File: src/rtl/ldpc_enc_ctrl_param.sv
// Parametrised QC-LDPC encoder controller: G load, message beats, parity readout, clear.
// Optional abort input enabled by defining LDPC_ENC_ABORT_EN.
module ldpc_enc_ctrl_param #(
  parameter int DATA_BEATS   = 32,
  parameter int PARITY_BEATS = 8,
  parameter int CNT_W        = 8
) (
  input  logic             clk,
  input  logic             rst_n,
  input  logic             en_start,
  input  logic             en_din,
  input  logic             read_parity,
  input  logic             parity_ready,
`ifdef LDPC_ENC_ABORT_EN
  input  logic             abort,
`endif
  output logic             en_counterROM,
  output logic             en_G,
  output logic             load_g,
  output logic             en_L,
  output logic             en_counterOUT,
  output logic             en_out,
  output logic             done_encode,
  output logic             rst_c,
  output logic [CNT_W-1:0] data_cnt,
  output logic             err_overrun
);

  localparam logic [2:0] IDLE    = 3'd0;
  localparam logic [2:0] ENCODE  = 3'd1;
  localparam logic [2:0] WAIT_RD = 3'd2;
  localparam logic [2:0] PAR_OUT = 3'd3;
  localparam logic [2:0] CLEAR   = 3'd4;

  localparam logic [CNT_W-1:0] DATA_LAST = CNT_W'(DATA_BEATS - 1);
  localparam logic [CNT_W-1:0] PAR_LAST  = CNT_W'(PARITY_BEATS - 1);

  logic [2:0]       state_q, state_d;
  logic [CNT_W-1:0] data_cnt_q, data_cnt_d;
  logic [CNT_W-1:0] par_cnt_q, par_cnt_d;
  logic             err_overrun_q, err_overrun_d;
  logic             abort_req;

  // CLEAR already ends in IDLE, so abort only redirects the busy states.
`ifdef LDPC_ENC_ABORT_EN
  assign abort_req = abort && (state_q != IDLE) && (state_q != CLEAR);
`else
  assign abort_req = 1'b0;
`endif

  always_comb begin
    state_d       = state_q;
    data_cnt_d    = data_cnt_q;
    par_cnt_d     = par_cnt_q;
    err_overrun_d = err_overrun_q;
    en_counterROM = 1'b0;
    en_G          = 1'b0;
    load_g        = 1'b0;
    en_L          = 1'b0;
    en_counterOUT = 1'b0;
    en_out        = 1'b0;
    done_encode   = 1'b0;
    rst_c         = 1'b1;
    case (state_q)
      IDLE: begin
        if (en_start) begin
          en_G       = 1'b1;
          load_g     = 1'b1;
          data_cnt_d = '0;
          par_cnt_d  = '0;
          state_d    = ENCODE;
        end
      end
      ENCODE: begin
        if (abort_req) begin
          state_d = CLEAR;
        end else if (en_din) begin
          en_counterROM = 1'b1;
          en_L          = 1'b1;
          en_G          = 1'b1;
          data_cnt_d    = data_cnt_q + 1'b1;
          if (data_cnt_q == DATA_LAST) state_d = WAIT_RD;
        end
      end
      WAIT_RD: begin
        // Late message beats are flagged but never consumed.
        if (en_din) err_overrun_d = 1'b1;
        if (abort_req) begin
          state_d = CLEAR;
        end else begin
          done_encode = 1'b1;
          if (read_parity) begin
            par_cnt_d = '0;
            state_d   = PAR_OUT;
          end
        end
      end
      PAR_OUT: begin
        if (abort_req) begin
          state_d = CLEAR;
        end else if (parity_ready) begin
          en_out        = 1'b1;
          en_counterOUT = 1'b1;
          par_cnt_d     = par_cnt_q + 1'b1;
          if (par_cnt_q == PAR_LAST) state_d = CLEAR;
        end
      end
      CLEAR: begin
        rst_c      = 1'b0;
        data_cnt_d = '0;
        state_d    = IDLE;
      end
      default: state_d = IDLE;
    endcase
  end

  always_ff @(posedge clk or negedge rst_n) begin
    if (!rst_n) begin
      state_q       <= IDLE;
      data_cnt_q    <= '0;
      par_cnt_q     <= '0;
      err_overrun_q <= 1'b0;
    end else begin
      state_q       <= state_d;
      data_cnt_q    <= data_cnt_d;
      par_cnt_q     <= par_cnt_d;
      err_overrun_q <= err_overrun_d;
    end
  end

  assign data_cnt    = data_cnt_q;
  assign err_overrun = err_overrun_q;

endmodule

File: config.mk
export PLATFORM = sky130hd
export DESIGN_NAME = ldpc_enc_ctrl_param
export DESIGN_NICKNAME = d
export VERILOG_FILES = /design/src/rtl/ldpc_enc_ctrl_param.sv
export SDC_FILE = /design/constraint.sdc
export NUM_CORES = 1
export LEC_CHECK = 0
export BUFFER_PORTS_ARGS = -buffer_cell sky130_fd_sc_hd__buf_4
export CAP_MARGIN = 20
export CORE_AREA = 2 2 50 52
export CTS_CLUSTER_DIAMETER = 80
export DETAILED_ROUTE_END_ITERATION = 10
export DIE_AREA = 0 0 52 54
export GPL_TIMING_DRIVEN = 0
export PLACE_DENSITY = 0.76
export REMOVE_ABC_BUFFERS = 1
export SLEW_MARGIN = 10
export SYNTH_ARGS = -nofsm -noshare
export SYNTH_HDL_FRONTEND = slang
export SYNTH_SLANG_ARGS = --single-unit
File: constraint.sdc
create_clock -name clk -period 2.6 [get_ports clk]
set_clock_uncertainty 0.2 [all_clocks]
set_input_delay 0.39 -clock clk [delete_from_list [all_inputs] [get_ports clk]]
set_output_delay 0.39 -clock clk [all_outputs]
set_load 0.02 [all_outputs]
# Word level (Yosys, flattened, before mapping)
# Index checks and enable logic that the tools add are counted.
# totals
ff_bits,20
latchBits,0
ram_bits,0
mem_bits_ro,0
output_inout_bits,17
wordCells,47
n_memories,0
# op_classes
addsub,2
mul,0
div,0
magnitude_cmp,0
n_eq_ne,12
shifts,0
n_mux,22
bitwise_logic,0
reduce_logical,7
# ops
cell,n
8-bit one-hot mux with 3 select lines,2
8-bit 2-to-1 mux,4
3-bit 2-to-1 mux,6
8-bit by 1-bit adder with 8-bit output (second input constant),2
2-bit != test (second input constant),6
3-bit one-hot mux with 4 select lines,1
8-bit by 3-bit equality test with 1-bit output (second input constant),1
8-bit by 5-bit equality test with 1-bit output (second input constant),1
1-bit 2-to-1 mux,8
3-bit by 2-bit equality test with 1-bit output (second input constant),2
6-bit AND reduction,1
3-bit nonzero test,2
4-bit AND reduction,1
3-bit by 1-bit equality test with 1-bit output (second input constant),1
3-bit equality test (second input constant),1
3-bit zero test,1
3-bit AND reduction,1
1-bit one-hot mux with 2 select lines,1
2-bit AND reduction,1

# Logic depth before layout (Yosys ltp)
# Gate-level depths: netlist (run 1).
# depth
ltp_word,4
mapped_depth,6
depth_no_buf,5

# Least setup slack after synthesis (run 1)
# Ideal clock, no wire load.
# synth_timing
path_kind,register -> output
start,reg state_q[0]
end,out en_G
t_arrival_ns,1.707
required_time_ns,2.010
path_slack_ns,0.303
stages_incl_launch_ff,4
n_path_buf,1
cell_sequence,dfrtp_1 buf_4 nor4b_1 or2_1
# synth_via
elab_chain_len,2
elab_cells_between_ends,3
# synth_lines
item,line,source
start: declaration,38,"logic [2:0] state_q, state_d;"
start signal: assignment,124,state_q <= state_d;
3-bit by 1-bit equality test with 1-bit output / 3-bit zero test (equally long branches),64,case (state_q)
1-bit one-hot mux with 2 select lines *,64,
end: declaration,18,"output logic en_G,"
# Every way passes the cells marked *; elsewhere a longest branch is shown, timed or not.

# Worst setup path after layout (run 1)
# Ends and elaborated chain as after synthesis.

==> results of run 1 <==
metal layers:
metal  share of wire  routed length, um  GRT usage
met2            0.53               1402     0.3797
met5               0                  0          0
met1            0.42               1107     0.2443
met4          0.0080                 21    0.07895
met3           0.035                 92    0.03889
layout make-up:
class                      instances  area, um2
inverter                           6      22.52
timing repair buffer              23      175.2
clock inverter                     1      30.03
fill                             201      924.6
multi-input combinational         96      606.8
sequential                        20      500.5
tap                               30      37.54
clock buffer                       3      22.52
cells by family (layout without fill, tap and decap cells):
family,Yosys count,count (layout),share of synthesized area
and+or+nand+nor,57,57,0.2779
DFF,20,20,0.4292
buffers and inverters,12,33,0.05042
AOI/OAI and AO/OA,29,29,0.1577
muxes,3,3,0.02575
adders and majority gates,2,2,0.02146
xor gates and xnor gates,5,5,0.03756
sequential cells by signal, indices dropped and copies added (netlist names):
signal       count
par_cnt_q        8
err_overrun      1
state_q          3
data_cnt         8
Yosys cell counts (2+ instances only):
library cell	n	area [um2]
sky130_fd_sc_hd__or2_1	2	12.51
sky130_fd_sc_hd__mux2i_1	3	30.03
sky130_fd_sc_hd__xor2_1	2	17.52
sky130_fd_sc_hd__nand4_1	2	12.51
sky130_fd_sc_hd__inv_1	5	18.77
sky130_fd_sc_hd__o21ai_1	7	35.03
sky130_fd_sc_hd__dfrtp_1	20	500.5
sky130_fd_sc_hd__nor4b_1	2	17.52
sky130_fd_sc_hd__a21o_1	4	30.03
sky130_fd_sc_hd__xnor2_1	3	26.28
sky130_fd_sc_hd__ha_1	2	25.02
sky130_fd_sc_hd__and2_1	2	12.51
sky130_fd_sc_hd__or4_1	3	22.52
sky130_fd_sc_hd__o31ai_1	2	15.01
sky130_fd_sc_hd__nor3_1	4	20.02
sky130_fd_sc_hd__nor2_1	11	41.29
sky130_fd_sc_hd__nand3_1	6	30.03
sky130_fd_sc_hd__buf_4	3	22.52
sky130_fd_sc_hd__or3_1	5	31.28
sky130_fd_sc_hd__nand2_1	11	41.29
sky130_fd_sc_hd__a21oi_1	8	40.04
sky130_fd_sc_hd__buf_2	2	10.01
worst paths after layout:
check	slack [ns]	startpoint	to	depth (start not counted)
min in group asynchronous	0.28	rst_n	data_cnt[2]	2
min reg2reg	0.28	err_overrun	err_overrun	1
max reg2reg	0.53	state_q[2]	data_cnt[5]	4
max	0.17	state_q[0]	en_G	4
max in group asynchronous	1.72	rst_n	par_cnt_q[6]	2
min	0.13	en_din	err_overrun	2
where the power goes:
part	switching, mW	internal (mW)
Sequential	0.123	0.385
Combinational	0.320	0.248
Clock	0.100	0.156
Total	0.543	0.789
worst reg2reg max path, delay by kind of cell, from the launching register on:
family,cells,cell delay [ns]
DFF,1,0.55
and+or+nand+nor,2,0.77
AOI/OAI and AO/OA,2,0.48
through the flow:
step	power (mW)	hold slack (ns)	worst slack, ns	area, um2	cells
final	1.332	0.1335	0.1716	1395	179
after global routing	1.432	0.1213	0.04188	1395	179
after CTS	1.342	0.1218	0.1881	1395	179
after detailed placement	1.080	0.08350	0.5407	1333	174
after global placement	1.051	0.08070	0.5957	1333	174
after floorplan	0.8597	-0.1056	0.3489	1130	122
==> results.txt, run 1 <==
- For the worst setup path, the data arrival time is 1.84 ns.
* Crit start category: flop
* DIE HEIGHT: ~54 um
* Number of enable flip-flop cells after synthesis: 0
- In the final layout, the share of cells above drive strength 1 is 0.2081.
- Worst-Margin Slew: about 0.5 ns
- Placer's final routability congestion estimate: between 0.7 and 0.8
- Number of I/O port buffers: 22
- After synthesis the cells add up to between 1000 and 1500 um2.
* Mean cell area of the mapped netlist: just over 9 um2
- Number of synthesis warnings: 0
- Primary flip-flop cell chosen by synthesis mapping: sky130_fd_sc_hd__dfrtp_1
- The critical path is of the flop to primary output type.
- Core Rows: 18
* Core ar.: 2320 um2
* Pre-antenna DRT Iters: 4
- Post-CTS Setup Inserts: 0
- The HPWL after detailed placement is 1859 um.
- Total clock sinks: 20
- The floorplan step defined a die boundary enclosing around 2800 um2.
- The number of antenna diodes in the final layout is 0.
- The tightest min-delay check is of the input pin to flop type.
* Die width: ~52 um
* Achievable frequency: approximately 0.41 GHz
* Number of buffers inserted during clock tree synthesis: 3
- Along the worst path, the maximum fanout reaches 15.
* Result of the run: completed
- Fraction of synthesis flops using an asynchronous set or reset pin: 1.000
- Post-CTS sizing: 0
- The initial antenna violation count was 0.
- In the final timing run, aggregate negative setup slack is 0 ns.
* Initial Utilization: 0.5027
* Top library cells by usage in the layout, fill and taps aside: 22 x sky130_fd_sc_hd__buf_4, 20 x sky130_fd_sc_hd__dfrtp_1, 11 x sky130_fd_sc_hd__nor2_1, 11 x sky130_fd_sc_hd__nand2_1, 8 x sky130_fd_sc_hd__a21oi_1
- TritonCTS built the clock tree.
- The final layout contains around 160 nets.
- Number of levels the H-tree was split into: 1
- Setup repair after global routing left no endpoint under its margin.
- Via density: ~5.7
- The first global-routing pass estimated 4291 um of wire.
* Wire length per cell after detailed routing: between 10 and 15 um
- Summed over all layers, the global routing overflow is 0.
- Dominant delay contributor by cell family on the critical path: simple AND/OR/NAND/NOR gates
- Time the worst path needs with I/O delays and setup: 2.428 ns
- For this design the top-level I/O count stands at 23.
- At the worst endpoint, the required time is around 2.0 ns.
* Worst-case vdd ir drop: about 0.75 mV
* Number of standard cells after synthesis: 128
* MaxCap Viol Count: 0
- Largest buffer count on any clock path: 2
- Buffers inserted to repair hold after CTS numbered 1.
* Leakage dissipation: 0.6343 nW
* Total power per unit cell area: 954.5 nW/um2
* Unique cell type count in the Yosys netlist: between 40 and 50
- Combined global-route utilization of all metal layers: 0.2091
* Clock slew at reported path FFs: 0.12 ns
- The share of the Yosys chip area taken by registers is 0.4292.
- The library cell used most frequently in the layout, excluding fill and tap cells, is sky130_fd_sc_hd__buf_4.
- Vias in the first global route: between 900 and 1000
- Final critical-path share of the clock period: 0.9340
* Buffers and inverters on the worst path: 1
- For this block, the initial DRC count from the detailed router was 15.
- Entering global routing, the biggest net connects 21 pins.
- At the end of the flow the core is filled with cells to 0.6014.
- The worst pin sits at a relative slew slack of 0.6599.
- The count of nets left with antenna violations once routing finished came out at 0.
- DRC violations left: 0
* CP Cell Sequence: nor3b_1 > and2_1 > or2_1 > buf_4
- Final-report setup violation count: 0
- For this block, the via count after detailed routing is around 1000.
- The area growth from synthesis to layout is 19.64%.
* Slew Limit Fails: 0
- Clock latency on the worst-skew pair, taken at its later pin, is ~0.3 ns.
* Post-detailed-routing wire length: approximately 2600 um
* CP max stage cell: sky130_fd_sc_hd__dfrtp_1
- Critical path's largest stage delay: 0.65 ns
- The synthesized design contains 20 register bits.
- The tree is rooted in a sky130_fd_sc_hd__clkbuf_4.
- Final-report hold violation count: 0
- Kind of end point of the critical path: primary output
No activity file was read; power rests on OpenSTA's default activity.
==> run 2: changes to the inputs <==
--- a/config.mk
+++ b/config.mk
@@ -5,14 +5,15 @@
 export SDC_FILE = /design/constraint.sdc
 export NUM_CORES = 1
 export LEC_CHECK = 0
-export BUFFER_PORTS_ARGS = -buffer_cell sky130_fd_sc_hd__buf_4
+export ABC_AREA = 1
+export BUFFER_PORTS_ARGS = -buffer_cell sky130_fd_sc_hd__buf_2
 export CAP_MARGIN = 20
-export CORE_AREA = 2 2 50 52
+export CORE_AREA = 2 2 52 54
 export CTS_CLUSTER_DIAMETER = 80
 export DETAILED_ROUTE_END_ITERATION = 10
-export DIE_AREA = 0 0 52 54
+export DIE_AREA = 0 0 54 56
 export GPL_TIMING_DRIVEN = 0
-export PLACE_DENSITY = 0.76
+export PLACE_DENSITY = 0.75
 export REMOVE_ABC_BUFFERS = 1
 export SLEW_MARGIN = 10
 export SYNTH_ARGS = -nofsm -noshare
==> results.txt, run 2 <==
- By count the netlist is led by 54 x sky130_fd_sc_hd__nand2_1, 21 x sky130_fd_sc_hd__inv_1, 20 x sky130_fd_sc_hd__dfrtp_1, 18 x sky130_fd_sc_hd__nand3_1, 15 x sky130_fd_sc_hd__nor2_1.
- Count of antenna diodes in the layout: 0 (unchanged)
* Total power per unit cell area: 937.1 nW/um2 (-1.8%)
- The floorplan row count was 18 (unchanged).
- The final standard cell count with taps included and fillers excluded came to 229 (+28%).
- The post-cts repair resize count came to 0 (unchanged).
- Worst-case vdd ir drop: 0.5167 mV (-31%)
- The fraction of power spent switching nets was 0.5057 (+0.09807).
- Fraction of final layout cells sized beyond drive strength 1: 0.2211 (+0.01305)
- Time the worst path needs with I/O delays and setup: 2.184 ns (-0.2443 ns)
- Nets: 208 (+32%)
- Share of total power in sequential cells: 0.336 (-0.046)
- Number of antenna violations at the first check in global routing: 0 (unchanged)
- DIE HEIGHT: 56 um (+3.7%)
- Combinational share of power: 0.523 (+0.097)
- The relative max-transition margin came to 0.6974 (+0.03746).
* MaxCap Viol Count: 0 (unchanged)
- Vias in the first global route: 1092 (+13%)
- Die Area: 3024 um2 (+7.7%)
- By area the synthesized netlist is led by sky130_fd_sc_hd__dfrtp_1 39%, sky130_fd_sc_hd__nand2_1 16%, sky130_fd_sc_hd__nand3_1 7.1%, sky130_fd_sc_hd__inv_1 6.2%, sky130_fd_sc_hd__nor2_1 4.4%.
- The number of filler instances in the final layout came to 225 (+12%).
- The number of top-level pins was 23 (unchanged).
- Wire length on met2: 1389 um (-0.93%)
- Proportion of synthesized chip area in sequential cells: 0.3922 (-0.03703)
* Final critical-path share of the clock period: 0.8401 (-0.09394)
* Area Growth Syn to Fin: 12.25%
* Post-detailed-routing wire length: 2550 um (-2.8%)
* Most instantiated library cell after synthesis: sky130_fd_sc_hd__nand2_1
- Number of levels the H-tree was split into: 1 (unchanged)
* Total met3 wirelength after detailed routing: 64 um (-30%)
- Global route overflow: 0 (unchanged)
- The detailed placer's ending HPWL was 1942 um (+4.5%).
- The clock latency on the worst-skew pair was 0.31 ns (about the same).
* Number of enable flip-flop cells after synthesis: 0 (unchanged)
- The warning count from the yosys run is 0 (unchanged).
- The maximum single-stage delay on the critical path is 0.49 ns (-0.16 ns).
* Worst hold path type: input pin to flop
- Primary flip-flop cell chosen by synthesis mapping: sky130_fd_sc_hd__dfrtp_1
- The net switching power of the design is 678.9 uW (+25%).
- The first-pass GRT wire length came to 4360 um (+1.6%).
- Fraction of synthesis flops using an asynchronous set or reset pin: 1.000 (unchanged)
* Number of synthesized register bits: 20 (unchanged)
* Relative contribution of the clock network to total power: 0.141 (-0.051)
* Wire length per cell after detailed routing: 11.14 um (-24%)
* Clock tree from TritonCTS: built
- The clock transition at the registers of the reported paths was 0.12 ns (about the same).
* Largest net degree at the start of global routing: 21 (unchanged)
- The clock tree buffer depth is 2 (unchanged).
- The total of hold buffers inserted after clock tree synthesis came to 1 (unchanged).
- Most common cell after layout, fill and taps aside: sky130_fd_sc_hd__nand2_1
* Unique cell type count in the Yosys netlist: 27 (-34%)
* Internal power component: 663.6 uW (-16%)
- Depth of the worst hold-timing path: 3 (+1)
* Number of placed instances with taps included: 224 (+29%)
- Post-layout util: 0.5890 (-0.01241)
* Arrival time of data at the critical path endpoint: 1.59 ns (-0.25 ns)
- The number of CTS-inserted buffers is 3 (unchanged).
- The per-cell via count in the routed design is 5.166 (-8.7%).
- The worst path required time is 2.01 ns (about the same).
- The critical path is of the flop to primary output type.
* Cell Area, Synth: 1276 um2 (+9.4%)
- The total global routing track utilization is 0.1872 (-0.02182).
* Final-report setup violation count: 0 (unchanged)
- Core ar.: 2432 um2 (+4.9%)
- Crit start category: flop
- Worst r2r path cells: 7 (+3)
- The count of vias placed by the detailed router was 1183 (+17%).
* Slew Limit Fails: 0 (unchanged)
* Largest fanout on the critical path: 8 (-7)
- The root buffer cell chosen for the clock tree is sky130_fd_sc_hd__clkbuf_4.
- Walking the worst path, the cells encountered are nand2_2 > nor2_4 > inv_1 > nor2_1 > buf_2.
* Setup repair after global routing missed its margin: no
- STA classifies the critical path endpoint as a primary output.
* Number of standard cells after synthesis: 176 (+38%)
- The number of hold violations in the final report is 0 (unchanged).
- Post-CTS Setup Inserts: 0 (unchanged)
- In this run the top signal layer used is met4.
- The slowest stage of the critical path is the sky130_fd_sc_hd__dfrtp_1 cell.
- Placer's final routability congestion estimate: 0.8025 (+0.40%)
- The die width came to 54 um (+3.8%).
* Top library cells by usage in the layout, fill and taps aside: 54 x sky130_fd_sc_hd__nand2_1, 22 x sky130_fd_sc_hd__buf_2, 21 x sky130_fd_sc_hd__inv_1, 20 x sky130_fd_sc_hd__dfrtp_1, 18 x sky130_fd_sc_hd__nand3_1
- Number of routed nets with antenna violations: 0 (unchanged)
- The maximum operating frequency came to 0.4578 GHz (+11%).
- The static power due to leakage was 0.7588 nW (+20%).
* Worst-Margin Slew: 0.4539 ns (-0.05342 ns)
* Top cell type's share of synthesized area: 0.3922 (-0.03703)
* Total negative slack: 0 ns (unchanged)
* Mean cell area of the mapped netlist: 7.251 um2 (-20%)
- The initial cell density of the core came to 0.5247 (+0.02199).
* Initial detailed-routing violation count: 20 (+5)
- Number of I/O port buffers: 22 (unchanged)
- Result of the run: completed
- DRC violations left: 0 (unchanged)
* Library cell occupying the most area in the post-synthesis netlist: sky130_fd_sc_hd__dfrtp_1
* Total clock sinks: 20 (unchanged)
- The wire length on met1 is 1062 um (-4.1%).
- Pre-antenna DRT Iters: 4 (unchanged)
-- run 2: cell types whose count changed after synthesis, moves of 4 or more --
cell                      change
sky130_fd_sc_hd__nand3_1     +12
sky130_fd_sc_hd__nor2_1       +4
sky130_fd_sc_hd__nand2_1     +43
sky130_fd_sc_hd__nand2_2      +4
sky130_fd_sc_hd__inv_1       +16
sky130_fd_sc_hd__a21oi_1      -6
sky130_fd_sc_hd__a21o_1       -4
sky130_fd_sc_hd__nor3_1       -4
sky130_fd_sc_hd__or3_1        -5
-- run 2: metrics by stage --
| step | setup WS (ns) | total power [mW] | hold WS [ns] | instance area (um2) |
|---|---|---|---|---|
| after floorplan | 0.6908 | 0.9764 | -0.1056 | 1239 |
| after global placement | 0.7573 | 1.138 | 0.1638 | 1386 |
| after detailed placement | 0.7371 | 1.161 | 0.1662 | 1386 |
| after CTS | 0.3853 | 1.352 | 0.1723 | 1433 |
| after global routing | 0.2541 | 1.456 | 0.1833 | 1433 |
| final | 0.4158 | 1.342 | 0.1760 | 1433 |
-- run 2: worst paths after layout --
check / start / endpoint / slack, ns
min in group asynchronous: rst_n / data_cnt[6] / 0.34
worst max-delay path: state_q[1] / en_counterOUT / 0.42
worst max register to register: state_q[2] / par_cnt_q[0] / 0.85
worst min-delay path: en_din / err_overrun / 0.18
worst min register to register: err_overrun / err_overrun / 0.30
max in group asynchronous: rst_n / data_cnt[2] / 1.54
-- run 2: worst max-delay path: cells and delay by family (launching register included) --
kind / cells / cell delay, ns
DFF: 1 / 0.49
and+or+nand+nor: 3 / 0.48
buffers and inverters: 2 / 0.32
-- run 2: final cells by class --
class                   count  area, um2  share of cell area
clock buffers               4      36.28             0.02533
inverters                  23      86.33             0.06026
multi-input cells         129      651.9              0.4550
flip-flops and latches     20      500.5              0.3493
well taps                  30      37.54             0.02620
repair buffers             23      120.1             0.08384
-- run 2: power groups by stage --
stage,combinational [mW],clock [mW],sequential [mW]
after global routing,0.788,0.205,0.462
after global placement,0.685,0,0.453
after detailed placement,0.706,0,0.455
final,0.702,0.189,0.451
after floorplan,0.507,0,0.469
after CTS,0.709,0.192,0.450
-- run 2: cell families (layout without fill, tap and decap cells) --
kind of cell | after synthesis | in the layout | share of synthesized area
flip-flops | 20 | 20 | 0.3922
AND/OR/NAND/NOR | 105 | 105 | 0.3814
buffers and inverters | 27 | 50 | 0.09706
adder cells (fa/ha/maj) | 2 | 2 | 0.01960
AO/OA/AOI/OAI | 20 | 20 | 0.09609
XOR/XNOR | 2 | 2 | 0.01373
-- run 2: per-layer routing --
layer / global-route usage / vias up
li1: - / 603
met1: 0.2237 / 558
met2: 0.3223 / 18
met3: 0.02688 / 4
met4: 0.07857 / 0
met5: 0 / -
